==> config.mk <==
export PLATFORM = sky130hd
export DESIGN_NAME = snake_move_scheduler
export DESIGN_NICKNAME = d
export VERILOG_FILES = /design/src/rtl/snake_move_scheduler.sv
export SDC_FILE = /design/constraint.sdc
export NUM_CORES = 1
export LEC_CHECK = 0
export BUFFER_PORTS_ARGS = -buffer_cell sky130_fd_sc_hd__buf_2
export CAP_MARGIN = 5
export CORE_UTILIZATION = 30
export CTS_BUF_LIST = sky130_fd_sc_hd__clkbuf_8
export CTS_CLUSTER_DIAMETER = 60
export DETAILED_ROUTE_END_ITERATION = 6
export HOLD_SLACK_MARGIN = 0.05
export PLACE_DENSITY = 0.44
export SYNTH_ARGS = -nofsm -noshare
export SYNTH_HDL_FRONTEND = slang
export SYNTH_SLANG_ARGS = --single-unit
==> constraint.sdc <==
create_clock -name clk -period 3.7 [get_ports clk]
set_input_delay 0.37 -clock clk [delete_from_list [all_inputs] [get_ports clk]]
set_output_delay 0.37 -clock clk [all_outputs]
set_load 0.01 [all_outputs]
==> src/rtl/snake_move_scheduler.sv <==
// Snake head move sequencer: turns keypad direction codes into a fixed-rate stream of steps,
// buffering up to two direction changes between steps and rejecting reversals.
module snake_move_scheduler #(
    parameter int unsigned PERIOD_W = 24
) (
    input  logic                clk,
    input  logic                rst,
    input  logic [7:0]          key_in,
    input  logic                run,
    input  logic [PERIOD_W-1:0] period,
    output logic                step,
    output logic [2:0]          dir,
    output logic [1:0]          dx,
    output logic [1:0]          dy,
    output logic [1:0]          pending
);

    typedef enum logic [1:0] {StIdle, StRun, StStep} state_e;

    state_e              state_q, state_d;
    logic [PERIOD_W-1:0] cnt_q, cnt_d;
    logic [7:0]          key_prev_q;
    logic [2:0]          dir_q, dir_d;
    logic [2:0]          slot0_q, slot0_d;
    logic [2:0]          slot1_q, slot1_d;
    logic [1:0]          count_q, count_d;

    logic                key_valid;
    logic [2:0]          key_dir;
    logic [2:0]          ref_dir;
    logic [PERIOD_W-1:0] reload;
    logic                step_edge;
    logic                pop;
    logic                push;
    logic [1:0]          level_after_pop;

    always_comb begin
        key_valid = 1'b1;
        key_dir   = 3'd0;
        case (key_in)
            8'h38:   key_dir = 3'd0;
            8'h39:   key_dir = 3'd1;
            8'h36:   key_dir = 3'd2;
            8'h33:   key_dir = 3'd3;
            8'h32:   key_dir = 3'd4;
            8'h31:   key_dir = 3'd5;
            8'h34:   key_dir = 3'd6;
            8'h37:   key_dir = 3'd7;
            default: key_valid = 1'b0;
        endcase
    end

    // Periods below 2 behave as 2 so the STEP cycle always has a RUN cycle after it.
    assign reload    = (period < PERIOD_W'(2)) ? PERIOD_W'(1) : period - PERIOD_W'(1);
    assign step_edge = (state_q == StRun) && run && (cnt_q == '0);
    assign pop       = step_edge && (count_q != 2'd0);

    // New keys are judged against the newest queued direction, not the committed one.
    always_comb begin
        ref_dir = dir_q;
        if (count_q == 2'd2) begin
            ref_dir = slot1_q;
        end else if (count_q == 2'd1) begin
            ref_dir = slot0_q;
        end
    end

    assign level_after_pop = count_q - {1'b0, pop};
    assign push = key_valid && (key_in != key_prev_q) && (key_dir != ref_dir) &&
                  (key_dir != (ref_dir + 3'd4)) && (level_after_pop != 2'd2);

    always_comb begin
        dir_d   = dir_q;
        slot0_d = slot0_q;
        slot1_d = slot1_q;
        count_d = level_after_pop;
        if (pop) begin
            dir_d   = slot0_q;
            slot0_d = slot1_q;
        end
        if (push) begin
            if (level_after_pop == 2'd0) begin
                slot0_d = key_dir;
            end else begin
                slot1_d = key_dir;
            end
            count_d = level_after_pop + 2'd1;
        end
    end

    always_comb begin
        state_d = state_q;
        cnt_d   = cnt_q;
        if (!run) begin
            state_d = StIdle;
        end else begin
            case (state_q)
                StIdle: begin
                    state_d = StRun;
                    cnt_d   = reload;
                end
                StRun: begin
                    if (cnt_q == '0) begin
                        state_d = StStep;
                        cnt_d   = reload;
                    end else begin
                        cnt_d = cnt_q - PERIOD_W'(1);
                    end
                end
                StStep: begin
                    state_d = StRun;
                    cnt_d   = cnt_q - PERIOD_W'(1);
                end
                default: state_d = StIdle;
            endcase
        end
    end

    always_ff @(posedge clk or negedge rst) begin
        if (!rst) begin
            state_q    <= StIdle;
            cnt_q      <= '0;
            key_prev_q <= 8'h34;
            dir_q      <= 3'd6;
            slot0_q    <= 3'd0;
            slot1_q    <= 3'd0;
            count_q    <= 2'd0;
        end else begin
            state_q    <= state_d;
            cnt_q      <= cnt_d;
            key_prev_q <= key_in;
            dir_q      <= dir_d;
            slot0_q    <= slot0_d;
            slot1_q    <= slot1_d;
            count_q    <= count_d;
        end
    end

    always_comb begin
        dx = 2'b00;
        dy = 2'b00;
        case (dir_q)
            3'd0: begin dx = 2'b00; dy = 2'b11; end
            3'd1: begin dx = 2'b01; dy = 2'b11; end
            3'd2: begin dx = 2'b01; dy = 2'b00; end
            3'd3: begin dx = 2'b01; dy = 2'b01; end
            3'd4: begin dx = 2'b00; dy = 2'b01; end
            3'd5: begin dx = 2'b11; dy = 2'b01; end
            3'd6: begin dx = 2'b11; dy = 2'b00; end
            default: begin dx = 2'b11; dy = 2'b11; end
        endcase
    end

    assign step    = (state_q == StStep);
    assign dir     = dir_q;
    assign pending = count_q;

endmodule

Word-level counts from Yosys, hierarchy flattened
Cells that the tools add are included.
- word-level logic and storage cells: 74
- output and inout port bits: 10
- register bits: 45
- input port bits: 35
- $lt $le $gt $ge: 1
- eq/ne operators: 23
- reduce and logical (&&, ||, !) cells: 21
- bitwise operators: 1
- add/sub/neg operators: 5
- multiplexer cells: 16
- operator list (operator ; number):
    24-bit case mux with 3 select lines ; 1
    8-bit by 6-bit equality test with 1-bit output (second input constant) ; 8
    24-bit 2-to-1 mux ; 2
    24-bit by 1-bit subtractor with 24-bit output (second input constant) ; 2
    24-bit zero test ; 1
    24-bit by 2-bit less-than comparator with 1-bit output (second input constant) ; 1
    3-bit case mux with 7 select lines ; 1
    3-bit 2-to-1 mux ; 5
    2-bit case mux with 2 select lines ; 3
    3-bit equality test (second input constant) ; 3
    8-bit inequality test ; 1
    8-bit OR reduction ; 1
    1-bit logical AND ; 7
    3-bit by 2-bit equality test with 1-bit output (second input constant) ; 2
    2-bit 2-to-1 mux ; 3
    3-bit inequality test ; 2
    2-bit OR reduction ; 3
    3-bit OR reduction ; 2
    2-bit by 1-bit equality test with 1-bit output (second input constant) ; 2
    2-bit equality test (second input constant) ; 2
    2-bit zero test ; 2
    2-bit AND reduction ; 2
    3-bit adder (second input constant) ; 1
    3-bit by 1-bit equality test with 1-bit output (second input constant) ; 1
    other kinds (9) ; 9

Logic depth before layout (Yosys ltp)
Gate-level depths: netlist of the first run.
- depth in word-level cells: 8
- gate-level depth with buffers: 11
- gate-level depth less buffers: 11

Worst setup path before layout of the first run
OpenSTA, ideal clock, no wires.
- path type: reg-to-reg
- start point: register cnt_q[11]
- end point: register slot0_q[0]
- path buffers: 1
- data required time: 3.620 ns
- library setup time: 0.080 ns
- path slack: 0.820 ns
- stages on the path, launching flop included: 12
- clock period less this slack: 2.880 ns
- arrival: 2.800 ns
- path through: dfrtp_1 -> or4_1 -> buf_2 -> and4bb_2 -> nand4_1 -> nor2_1 -> ha_1 -> xnor2_1 -> inv_1 -> ha_1 -> nor3b_1 -> mux2i_1
- word-level cells in the longest chain between the ends: 7
- elaborated cells between the ends (all ways): 10
- those cells by class: 1 x add/sub; 1 x eq/ne; 3 x mux; 5 x reduce/logical
- RTL lines (element ; RTL line ; text):
    start: declaration ; 21 ; logic [PERIOD_W-1:0] cnt_q, cnt_d;
    start signal: assignment ; 130 ; cnt_q <= cnt_d;
    24-bit zero test * ; 55 ; assign step_edge = (state_q == StRun) && run && (cnt_q == '0);
    1-bit logical AND * ; 55 ;
    1-bit logical AND * ; 56 ; assign pop = step_edge && (count_q != 2'd0);
    net pop ; 33 ; logic pop;
    2-bit by 1-bit subtractor with 2-bit output ; 68 ; assign level_after_pop = count_q - {1'b0, pop};
    2-bit zero test / 2-bit inequality test (equally long branches) ; 82, 70 ;
    3-bit 2-to-1 mux / 1-bit logical AND (equally long branches) ; 82, 70 ;
    3-bit 2-to-1 mux * ; 81 ; if (push) begin
    net slot0_d[0] ; 24 ; logic [2:0] slot0_q, slot0_d;
    end signal: assignment ; 133 ; slot0_q <= slot0_d;
    end: declaration ; 24 ;
Mark *: on every way through the listed nets, which the timed path passes. The rest lies on a longest branch.
A chain may end at the register's enable or synchronous reset.

Worst setup path after layout of the first run
Ends and elaborated chain as after synthesis.

==> results of run 1 <==
==> placed cells by master (no fill, tap or decap), types with 5 or more instances in the layout <==
| cell type | Yosys | layout |
|---|---|---|
| sky130_fd_sc_hd__a21oi_1 | 15 | 15 |
| sky130_fd_sc_hd__buf_2 | 2 | 44 |
| sky130_fd_sc_hd__buf_4 | 1 | 11 |
| sky130_fd_sc_hd__clkbuf_8 | 0 | 6 |
| sky130_fd_sc_hd__dfrtp_1 | 40 | 40 |
| sky130_fd_sc_hd__dfstp_2 | 5 | 5 |
| sky130_fd_sc_hd__ha_1 | 10 | 10 |
| sky130_fd_sc_hd__inv_1 | 12 | 14 |
| sky130_fd_sc_hd__mux2i_1 | 16 | 16 |
| sky130_fd_sc_hd__nand2_1 | 34 | 34 |
| sky130_fd_sc_hd__nand2b_1 | 5 | 5 |
| sky130_fd_sc_hd__nand3_1 | 10 | 10 |
| sky130_fd_sc_hd__nand3b_1 | 5 | 5 |
| sky130_fd_sc_hd__nor2_1 | 28 | 28 |
| sky130_fd_sc_hd__nor2b_1 | 5 | 5 |
| sky130_fd_sc_hd__nor3_1 | 12 | 12 |
| sky130_fd_sc_hd__nor4_1 | 11 | 11 |
| sky130_fd_sc_hd__o21ai_0 | 25 | 25 |
| sky130_fd_sc_hd__o311ai_0 | 7 | 7 |
| sky130_fd_sc_hd__o31ai_1 | 5 | 5 |
| sky130_fd_sc_hd__or4_1 | 8 | 8 |
| sky130_fd_sc_hd__xnor2_1 | 14 | 14 |
| sky130_fd_sc_hd__xor2_1 | 19 | 19 |
==> state kept, by name, summed over array words and instances (netlist names) <==
| register | cells |
|---|---|
| slot1_q | 3 |
| dir | 3 |
| pending | 2 |
| key_prev_q | 8 |
| state_q | 2 |
| cnt_q | 24 |
| slot0_q | 3 |
==> kinds of logic (layout without fill, tap and decap cells) <==
family / Yosys count / count (layout)
AOI/OAI and AO/OA: 77 / 77
xor gates and xnor gates: 33 / 33
adders and majority gates: 10 / 10
buffers and inverters: 26 / 75
DFF: 45 / 45
muxes: 20 / 20
and+or+nand+nor: 151 / 151
==> per-stage QoR <==
| stage | total power [uW] | hold slack, ns | area [um^2] | setup slack [ns] |
|---|---|---|---|---|
| after floorplan | 1370 | 0.0744 | 3280 | 0.820 |
| after global placement | 1610 | 0.488 | 3660 | 0.606 |
| final | 1920 | 0.161 | 3750 | 0.543 |
| after global routing | 2090 | 0.189 | 3750 | 0.248 |
| after CTS | 1940 | 0.188 | 3750 | 0.534 |
| after detailed placement | 1610 | 0.505 | 3660 | 0.550 |
==> how the worst min path moves through the flow <==
stage	start	end	slack, ns	cells past startpoint
final	rst	cnt_q[18]$_DFFE_PN0P_	0.16	2
after global routing	key_in[4]	key_prev_q[4]$_DFF_PN1_	0.19	1
after CTS	rst	cnt_q[9]$_DFFE_PN0P_	0.19	2
after detailed placement	cnt_q[14]$_DFFE_PN0P_	cnt_q[14]$_DFFE_PN0P_	0.50	2
after global placement	cnt_q[14]$_DFFE_PN0P_	cnt_q[14]$_DFFE_PN0P_	0.49	2
after floorplan	rst	cnt_q[0]$_DFFE_PN0P_	0.07	0
==> worst max-delay path: stages (launching register included) <==
cell and delay (ns):
sky130_fd_sc_hd__dfrtp_1 0.45, sky130_fd_sc_hd__or4_1 0.65, sky130_fd_sc_hd__and4bb_2 0.42, sky130_fd_sc_hd__nand4_1 0.10, sky130_fd_sc_hd__nor2_1 0.12, sky130_fd_sc_hd__ha_1 0.17
sky130_fd_sc_hd__xnor2_1 0.17, sky130_fd_sc_hd__inv_1 0.08, sky130_fd_sc_hd__ha_1 0.20, sky130_fd_sc_hd__nor3b_1 0.47, sky130_fd_sc_hd__mux2i_1 0.26
==> layer usage <==
layer | vias to the layer above | track usage, %
met5 | - | 0
met4 | 0 | 3.42
met3 | 7 | 2.15
met2 | 47 | 24.5
met1 | 1369 | 23.8
li1 | 1443 | -
==> area by class of cell <==
cell class / instances / share of cell area (%)
Multi-Input combinational cell: 291 / 53.5
Sequential cell: 45 / 30.2
Timing Repair Buffer: 55 / 8.08
Tap cell: 136 / 4.54
Clock buffer: 6 / 2.20
Inverter: 12 / 1.20
Clock inverter: 2 / 0.200
==> power groups by stage <==
stage / Clock, uW / Sequential (uW) / Combinational [uW]
floorplan: 0 / 761 / 612
global placement: 0 / 803 / 805
detailed placement: 0 / 805 / 807
CTS: 330 / 796 / 810
global route: 348 / 826 / 913
finish: 318 / 799 / 805
==> out/qor.yml, run 1 <==
critical_path:
  worstRegToRegCells: 10
  critPathArrivalTime_ns: 3.38
  start_kind: "flop"
  cp-end-kind: "flop"
  crit_required_ns: 3.92
  register_to_register_setup_slack_ns: 0.54
  timing_worst_setup_path_type: "reg2reg"
  crit_path_end: "slot0_q[0]$_DFF_PN0_"
  crit_path_start: "cnt_q[11]$_DFFE_PN0P_"
  crit_fanout: 8
  reg2reg_from: "cnt_q[11]$_DFFE_PN0P_"
  regToRegEndpoint: "slot0_q[0]$_DFF_PN0_"
power:
  p_int_uw: 1110
  p_sw_uw: 808
  power_leakage_uw: 0.00160
  irDropWorstVdd_mv: 0.186
  swShare_pct: 42.0
  share_seq_of_total_power_pct: 41.6
  power-per-cell-area_nw_per_um2: 513
  power.clock.fraction_pct: 16.5
  comb_power_share_pct: 41.9
drt:
  antenna_left: 0
  detailedRoute.firstPassIterationCount: 4
  viasPerCell: 5.24
  dr.max_layer_used: "met4"
  met2RoutedLength_um: 3850
  first_iter_violations: 130
  drc_errors: 0
  postRouteWirelength_um: 8640
  via_count: 2866
  detail_route.wirelength.met1_um: 4470
  wl_met3_um: 235
  post_drt_wl_per_cell_um: 15.8
placed_design:
  gp_routability_congestion: 0.787
  io_buffer_count: 44
  place.detailed.instances: 539
  dp_hpwl_um: 6340
grt:
  antenna_found_initial: 0
  grt_pass1_wl_um: 14500
  pin_count_of_the_biggest_net_entering_global_routing: 46
  vias_in_the_first_global_route: 2795
  globalRouteTotalUtil_pct: 16.0
  gr_overflow_total: 0
timing:
  min_period_over_period_pct: 85.3
  post-route-min-period_ns: 3.16
  timing.setup.tns_ns: 0
  unrepaired_setup_endpoints_after_global_routing: "no"
  clock_skew_ns: 0.00559
  relSlewSlack_pct: 38.5
  final-hold-violation-count: 0
  max_freq_ghz: 0.317
  setup-violations-final: 0
  finalMaxSlewViolations: 0
  worst_pin_slew_ns: 0.908
yosys:
  seq_area_frac_synth_pct: 34.6
  synth.top_cell.area_share_pct: 30.6
  post_synthesis_share_of_cell_area_spent_on_xor_and_xnor_gates_pct: 8.82
  postSynthRegisterBits: 45
  synth_adder_area_share_pct: 3.82
  synth_cells: 362
  yosysTopAreaCell: "sky130_fd_sc_hd__dfrtp_1"
  synth_cell_types: 59
  syn_area_um2: 3280
  number_of_warnings_printed_during_yosys_synthesis: 0
  postSynth.topFlopCell: "sky130_fd_sc_hd__dfrtp_1"
  synth_area_per_inst_um2: 9.05
  number_of_synthesized_flops_with_an_enable_pin: 0
  synth_simple_gate_area_share_pct: 26.5
  synth.net_count: 407
  ys_async_sr_fraction_pct: 100
  largest_family_of_logic_cells_by_synthesized_area: "simple AND/OR/NAND/NOR gates"
  netlist_top_cells_count: "sky130_fd_sc_hd__dfrtp_1 (40), sky130_fd_sc_hd__nand2_1 (34), sky130_fd_sc_hd__nor2_1 (28), sky130_fd_sc_hd__o21ai_0 (25), sky130_fd_sc_hd__xor2_1 (19)"
  yosys.cell_count.top_type: "sky130_fd_sc_hd__dfrtp_1"
  synth.area.mux_share_pct: 6.26
  synth_top_cells_by_area: "sky130_fd_sc_hd__dfrtp_1 (31%), sky130_fd_sc_hd__xor2_1 (5.1%), sky130_fd_sc_hd__mux2i_1 (4.9%), sky130_fd_sc_hd__dfstp_2 (4.0%), sky130_fd_sc_hd__nand2_1 (3.9%)"
  synth_compound_gate_area_share_pct: 15.9
finish:
  number_of_fillers_in_the_final_layout: 1124
  antenna_cells: 0
  area_growth_pct: 14.4
  final-instance-count-excl-fill: 547
  ff_latch_area_um2: 1130
  final_core_util_pct: 35.8
  num-nets-final: 455
  final_layout_size_suffix_gt1_share_pct: 20.9
  footprint_of_the_multi_input_gates_um2: 2010
hold_path:
  hold_class: "in2async"
floorplan:
  die_w_um: 106
  io-pin-count: 45
  core_area_um2: 10500
  std_cell_rows: 37
  die_area_um2: 11300
  die_y_um: 106
  initial_utilization_pct: 31.3
clocking:
  cts_hold_buf: 0
  post-cts-setup-buffer-count: 0
  cts_max_path_buffers: 2
  cts.clk_slew.worst_paths_ns: 0.09
  cts-root-buf: "sky130_fd_sc_hd__clkbuf_8"
  cts_tree: "done"
  cts_inserted_buffers: 5
  htree_levels: 2
  cts_sink_cnt: 45
  clock_latency_of_the_later_clocked_register_in_the_worst_skew_pair_ns: 0.30
  post_cts.resized_instances: 0
run:
  max_cap_violations: 0
status:
  outcome: "finished clean"
Power figures use the tool's default switching activity.
==> run 2: changes to the inputs <==
- ABC_AREA: unset -> 1
- PLACE_DENSITY: 0.44 -> 0.43
==> run 2 against run 1 <==
Non-clock buffer count decreased by 9; sequential share of layout area decreased by 5.1 points; largest cell class unchanged; synthesized cell count increased by 65%; critical endpoint is now slot0_q[1]$_DFF_PN0_.
==> out/qor.yml, run 2 <==
grt:
  gr_overflow_total: 0
  globalRouteTotalUtil_pct: 16.3
  pin_count_of_the_biggest_net_entering_global_routing: 46
  vias_in_the_first_global_route: 3673
  grt_pass1_wl_um: 18100
  antenna_found_initial: 0
clocking:
  cts.clk_slew.worst_paths_ns: 0.09
  htree_levels: 2
  cts_tree: "done"
  post_cts.resized_instances: 0
  cts_inserted_buffers: 5
  cts_sink_cnt: 45
  cts_max_path_buffers: 2
  post-cts-setup-buffer-count: 0
  clock_latency_of_the_later_clocked_register_in_the_worst_skew_pair_ns: 0.31
  cts-root-buf: "sky130_fd_sc_hd__clkbuf_8"
  cts_hold_buf: 0
finish:
  most_common_library_cell_in_the_layout_ignoring_fill_and_taps: "sky130_fd_sc_hd__nand2_1"
  top_regs: "cnt_q: 24 flops, key_prev_q: 8 flops"
  final_cell_mix: "sky130_fd_sc_hd__nand2_1 (175), sky130_fd_sc_hd__nor2_1 (82), sky130_fd_sc_hd__inv_1 (68)"
  regMostFlops: "cnt_q"
  ff_latch_area_um2: 1130
  final_layout_size_suffix_gt1_share_pct: 20.2
  final_core_util_pct: 35.1
  number_of_fillers_in_the_final_layout: 1456
  largest_reg_flops: 24
  footprint_of_the_multi_input_gates_um2: 2570
  area_growth_pct: 12.4
  antenna_cells: 0
  num-nets-final: 687
yosys:
  yosys.cell_count.top_type: "sky130_fd_sc_hd__nand2_1"
  postSynthRegisterBits: 45
  synth_top_cells_by_area: "sky130_fd_sc_hd__dfrtp_1 (25%), sky130_fd_sc_hd__nand2_1 (16%), sky130_fd_sc_hd__nor2_1 (7.7%), sky130_fd_sc_hd__inv_1 (6.3%), sky130_fd_sc_hd__nand3_1 (5.9%)"
  synth.net_count: 641
  number_of_warnings_printed_during_yosys_synthesis: 0
  synth_area_per_inst_um2: 6.72
  synth_cell_types: 35
  syn_area_um2: 4010
  netlist_top_cells_count: "sky130_fd_sc_hd__nand2_1 (175), sky130_fd_sc_hd__nor2_1 (82), sky130_fd_sc_hd__inv_1 (67), sky130_fd_sc_hd__nand3_1 (47), sky130_fd_sc_hd__dfrtp_1 (40)"
  number_of_synthesized_flops_with_an_enable_pin: 0
  ys_async_sr_fraction_pct: 100
  seq_area_frac_synth_pct: 28.3
  postSynth.topFlopCell: "sky130_fd_sc_hd__dfrtp_1"
  yosysTopAreaCell: "sky130_fd_sc_hd__dfrtp_1"
  synth_cells: 596
  synth.top_cell.area_share_pct: 25.0
critical_path:
  reg2reg_from: "cnt_q[0]$_DFFE_PN0P_"
  start_kind: "flop"
  crit_fanout: 7
  regToRegEndpoint: "slot0_q[1]$_DFF_PN0_"
  worstRegToRegCells: 15
  timing_worst_setup_path_type: "reg2reg"
  crit_required_ns: 3.96
  critPathArrivalTime_ns: 2.95
  cp-end-kind: "flop"
  crit_path_start: "cnt_q[0]$_DFFE_PN0P_"
  register_to_register_setup_slack_ns: 1.00
timing:
  timing.setup.tns_ns: 0
  worst_pin_slew_ns: 0.739
  max_freq_ghz: 0.371
  relSlewSlack_pct: 50.6
  final-hold-violation-count: 0
  clock_skew_ns: 0.00660
  post-route-min-period_ns: 2.70
  setup-violations-final: 0
  min_period_over_period_pct: 72.9
  finalMaxSlewViolations: 0
  unrepaired_setup_endpoints_after_global_routing: "no"
floorplan:
  initial_utilization_pct: 31.2
  io-pin-count: 45
  std_cell_rows: 41
  die_w_um: 118
  core_area_um2: 12800
  die_y_um: 118
  die_area_um2: 13800
power:
  irDropWorstVdd_mv: 0.151
  power_leakage_uw: 0.00219
  power-per-cell-area_nw_per_um2: 437
run:
  max_cap_violations: 0
hold_path:
  hold_class: "in2async"
placed_design:
  dp_hpwl_um: 8590
  io_buffer_count: 44
  gp_routability_congestion: 0.835
drt:
  wl_met3_um: 319
  dr.max_layer_used: "met4"
  first_iter_violations: 159
  detailedRoute.firstPassIterationCount: 4
  postRouteWirelength_um: 10900
  via_count: 3701
  detail_route.wirelength.met1_um: 5590
  antenna_left: 0
  viasPerCell: 4.54
  post_drt_wl_per_cell_um: 13.4
  drc_errors: 0
  met2RoutedLength_um: 4870
status:
  outcome: "finished clean"
## run 2: worst max-delay path by stage
| stage | to | slack (ns) | cells after the start |
|---|---|---|---|
| finish | slot0_q[1]$_DFF_PN0_ | 1.00 | 15 |
| global route | slot0_q[1]$_DFF_PN0_ | 0.70 | 15 |
| CTS | slot0_q[1]$_DFF_PN0_ | 0.97 | 15 |
| detailed placement | slot0_q[1]$_DFF_PN0_ | 1.03 | 15 |
| global placement | pending[0]$_DFF_PN0_ | 1.11 | 15 |
| floorplan | pending[1]$_DFF_PN0_ | 1.41 | 14 |
## run 2: logic make-up after synthesis
logic type | synth area share, %
buf+inv | 7.71
simple gates | 46.8
flops | 28.3
xor+xnor | 7.43
compound gates | 6.65
fa+ha+maj | 3.12
## run 2: worst max-delay path: stages, from the launching register on
cell                      delay, ns
sky130_fd_sc_hd__dfrtp_1       0.37
sky130_fd_sc_hd__inv_1         0.18
sky130_fd_sc_hd__ha_1          0.24
sky130_fd_sc_hd__nand2_1       0.06
sky130_fd_sc_hd__nor4_1        0.29
sky130_fd_sc_hd__nand4_1       0.13
sky130_fd_sc_hd__nor3_1        0.27
sky130_fd_sc_hd__ha_1          0.23
sky130_fd_sc_hd__xnor2_1       0.15
sky130_fd_sc_hd__inv_1         0.08
sky130_fd_sc_hd__ha_1          0.18
sky130_fd_sc_hd__inv_1         0.06
sky130_fd_sc_hd__nand3_2       0.16
sky130_fd_sc_hd__inv_2         0.12
sky130_fd_sc_hd__nand2_1       0.06
sky130_fd_sc_hd__nand2_1       0.05
## run 2: through the flow
step	std cells	hold slack (ns)	instance area (um^2)	total power (uW)	setup slack, ns
floorplan	596	0.0744	4010	1420	1.41
global placement	807	0.467	4420	1670	1.11
detailed placement	807	0.469	4420	1670	1.03
CTS	815	0.165	4500	2000	0.973
global route	815	0.163	4500	2150	0.698
finish	815	0.158	4500	1970	1.00
## run 2: final cells by class
type	count	area share, %
clock buffers	5	1.53
clock inverters	3	0.417
inverters	71	5.92
multi-input cells	473	57.0
flip-flops and latches	45	25.1
well taps	172	4.78
repair buffers	46	5.22
## run 2: layer usage
layer / global-route usage, % / vias up
met4: 3.85 / 0
met5: 0 / -
met2: 26.9 / 58
met3: 1.70 / 6
li1: - / 1975
met1: 22.6 / 1662
## run 2: report_power, final
part / total [uW] / internal (uW) / switching (uW)
Combinational: 930 / 310 / 621
Sequential: 718 / 584 / 134
Clock: 317 / 131 / 187
Total: 1970 / 1020 / 941
==> run 3: changes to the inputs <==
- ABC_AREA: 1 -> 0
- PLACE_DENSITY: 0.43 -> 0.46
- clock period: 3.7 -> 2.4 ns (I/O delays scaled with it)
==> run 3 against run 2 <==
The run now ends with setup timing left; total power rose by 88%; combinational power grew 110%; fmax rose by 3.2%; global-route usage is 0.70 points higher.
==> out/qor.yml, run 3 (synthesis gave the netlist of run 1 again) <==
status:
  outcome: "complete, but fails checks"
  failed_checks: "setup timing"
floorplan:
  die_y_um: 106
  die_w_um: 106
  core_area_um2: 10500
  std_cell_rows: 37
  die_area_um2: 11300
  initial_utilization_pct: 31.3
  io-pin-count: 45
drt:
  via_count: 3050
  viasPerCell: 5.02
  detailedRoute.firstPassIterationCount: 4
  postRouteWirelength_um: 8990
  post_drt_wl_per_cell_um: 14.8
  first_iter_violations: 126
  antenna_left: 0
  drc_errors: 0
placed_design:
  io_buffer_count: 44
  placedInstanceArea_um2: 4070
  gp_routability_congestion: 0.844
  dpl_worst_slack_ns: -0.248
  dp_hpwl_um: 6980
critical_path:
  crit_fanout: 3
  cp-end-kind: "flop"
  timing_worst_setup_path_type: "reg2reg"
  start_kind: "flop"
  crit_path_start: "cnt_q[14]$_DFFE_PN0P_"
  crit_required_ns: 2.62
  reg2reg_from: "cnt_q[14]$_DFFE_PN0P_"
  critPathArrivalTime_ns: 2.83
grt:
  vias_in_the_first_global_route: 3025
  gr_overflow_total: 0
  pin_count_of_the_biggest_net_entering_global_routing: 26
  globalRouteTotalUtil_pct: 17.0
  antenna_found_initial: 0
  grt_pass1_wl_um: 15200
finish:
  final_design_area_no_fill_um2: 4360
  num-nets-final: 516
  most_common_library_cell_in_the_layout_ignoring_fill_and_taps: "sky130_fd_sc_hd__buf_4"
  final_layout_size_suffix_gt1_share_pct: 34.1
  top_regs: "cnt_q: 24 flops, key_prev_q: 8 flops"
  largest_reg_flops: 24
  antenna_cells: 0
  regMostFlops: "cnt_q"
  final_cell_mix: "sky130_fd_sc_hd__buf_4 (66), sky130_fd_sc_hd__buf_2 (44), sky130_fd_sc_hd__dfrtp_1 (40)"
  area_growth_pct: 33.1
clocking:
  htree_levels: 2
  cts_inserted_buffers: 5
  cts_sink_cnt: 45
  cts_tree: "done"
  clock_latency_of_the_later_clocked_register_in_the_worst_skew_pair_ns: 0.30
  cts.clk_slew.worst_paths_ns: 0.09
  cts-root-buf: "sky130_fd_sc_hd__clkbuf_8"
  cts_max_path_buffers: 2
power:
  swShare_pct: 37.9
  power.clock.fraction_pct: 16.4
  p_sw_uw: 1400
  p_int_uw: 2300
  power-per-cell-area_nw_per_um2: 849
  comb_power_share_pct: 52.6
  power_leakage_uw: 0.00193
  share_seq_of_total_power_pct: 31.0
  p_total_uw: 3700
  irDropWorstVdd_mv: 0.370
hold_path:
  origin_of_the_worst_min_delay_path: "key_in[4]"
  hold_class: "in2reg"
timing:
  final-hold-violation-count: 0
  relSlewSlack_pct: 58.7
  finalMaxSlewViolations: 0
  min_period_over_period_pct: 109
  setup-violations-final: 5
  holdWs_ns: 0.0692
  setup_ws_ns: -0.214
  unrepaired_setup_endpoints_after_global_routing: "yes"
  max_freq_ghz: 0.383
  post-route-min-period_ns: 2.61
  worst_pin_slew_ns: 0.614
  clock_skew_ns: 0.0109
run:
  max_cap_violations: 0
[run 3: worst paths after layout]
kind	slack [ns]	cells after the start	endpoint
hold / removal	0.07	1	key_prev_q[4]$_DFF_PN1_
hold reg to reg	0.52	1	dir[2]$_DFFE_PN1P_
setup reg to reg	-0.21	10	slot0_q[1]$_DFF_PN0_
setup / recovery	-0.21	10	slot0_q[1]$_DFF_PN0_
min in group asynchronous	0.46	2	cnt_q[8]$_DFFE_PN0P_
max in group asynchronous	1.29	3	dir[1]$_DFFE_PN1P_
[run 3: critical path: stages, from the launching register on]
cell and delay [ns]:
sky130_fd_sc_hd__dfrtp_1 0.39, sky130_fd_sc_hd__or4_4 0.54, sky130_fd_sc_hd__and4bb_2 0.32, sky130_fd_sc_hd__nand4_1 0.09, sky130_fd_sc_hd__nor2_1 0.11, sky130_fd_sc_hd__ha_2 0.20
sky130_fd_sc_hd__xnor2_2 0.14, sky130_fd_sc_hd__inv_2 0.08, sky130_fd_sc_hd__ha_4 0.17, sky130_fd_sc_hd__nor3b_4 0.27, sky130_fd_sc_hd__mux2i_1 0.22
[run 3: per-stage QoR]
step	utilization, %	setup TNS (ns)	std cells
6_report	41.7	-0.877	608
4_1_cts	41.3	-1.11	606
3_5_place_dp	38.9	-3.00	590
2_1_floorplan	-	-0.945	362
3_3_place_gp	38.9	-2.02	590
5_1_grt	41.7	-2.03	608
[run 3: area by class of cell]
| cell class | count | area (um^2) |
|---|---|---|
| Clock buffer | 6 | 82.6 |
| Clock inverter | 2 | 33.8 |
| Fill cell | 1084 | 6100 |
| Inverter | 12 | 45.0 |
| Multi-Input combinational cell | 291 | 2100 |
| Sequential cell | 45 | 1130 |
| Tap cell | 136 | 170 |
| Timing Repair Buffer | 116 | 791 |
[run 3: per-layer routing]
layer  global-route usage, %  wire (um)  up-vias
met3                    2.39        244        4
met4                    2.94         53        0
li1                        -          -     1563
met2                    27.8       4200       36
met1                    23.9       4490     1447
met5                       0          0        -
[run 3: power by group through the flow]
stage / Clock (uW) / Combinational (uW) / Sequential [uW]
floorplan: 0 / 953 / 1180
global placement: 0 / 1760 / 1150
detailed placement: 0 / 1750 / 1150
CTS: 629 / 1900 / 1140
global route: 651 / 2160 / 1190
finish: 606 / 1950 / 1150
[run 3: what timing repair did]
| action | in CTS | in global routing |
|---|---|---|
| hold buffers | 1 | 0 |
| gates resized for setup | 17 | 12 |
| buffers inserted | 7 | 3 |
| setup endpoints to repair | 29 | 34 |
| pin swaps | 14 | 9 |
| hold endpoints to repair | 20 | 0 |
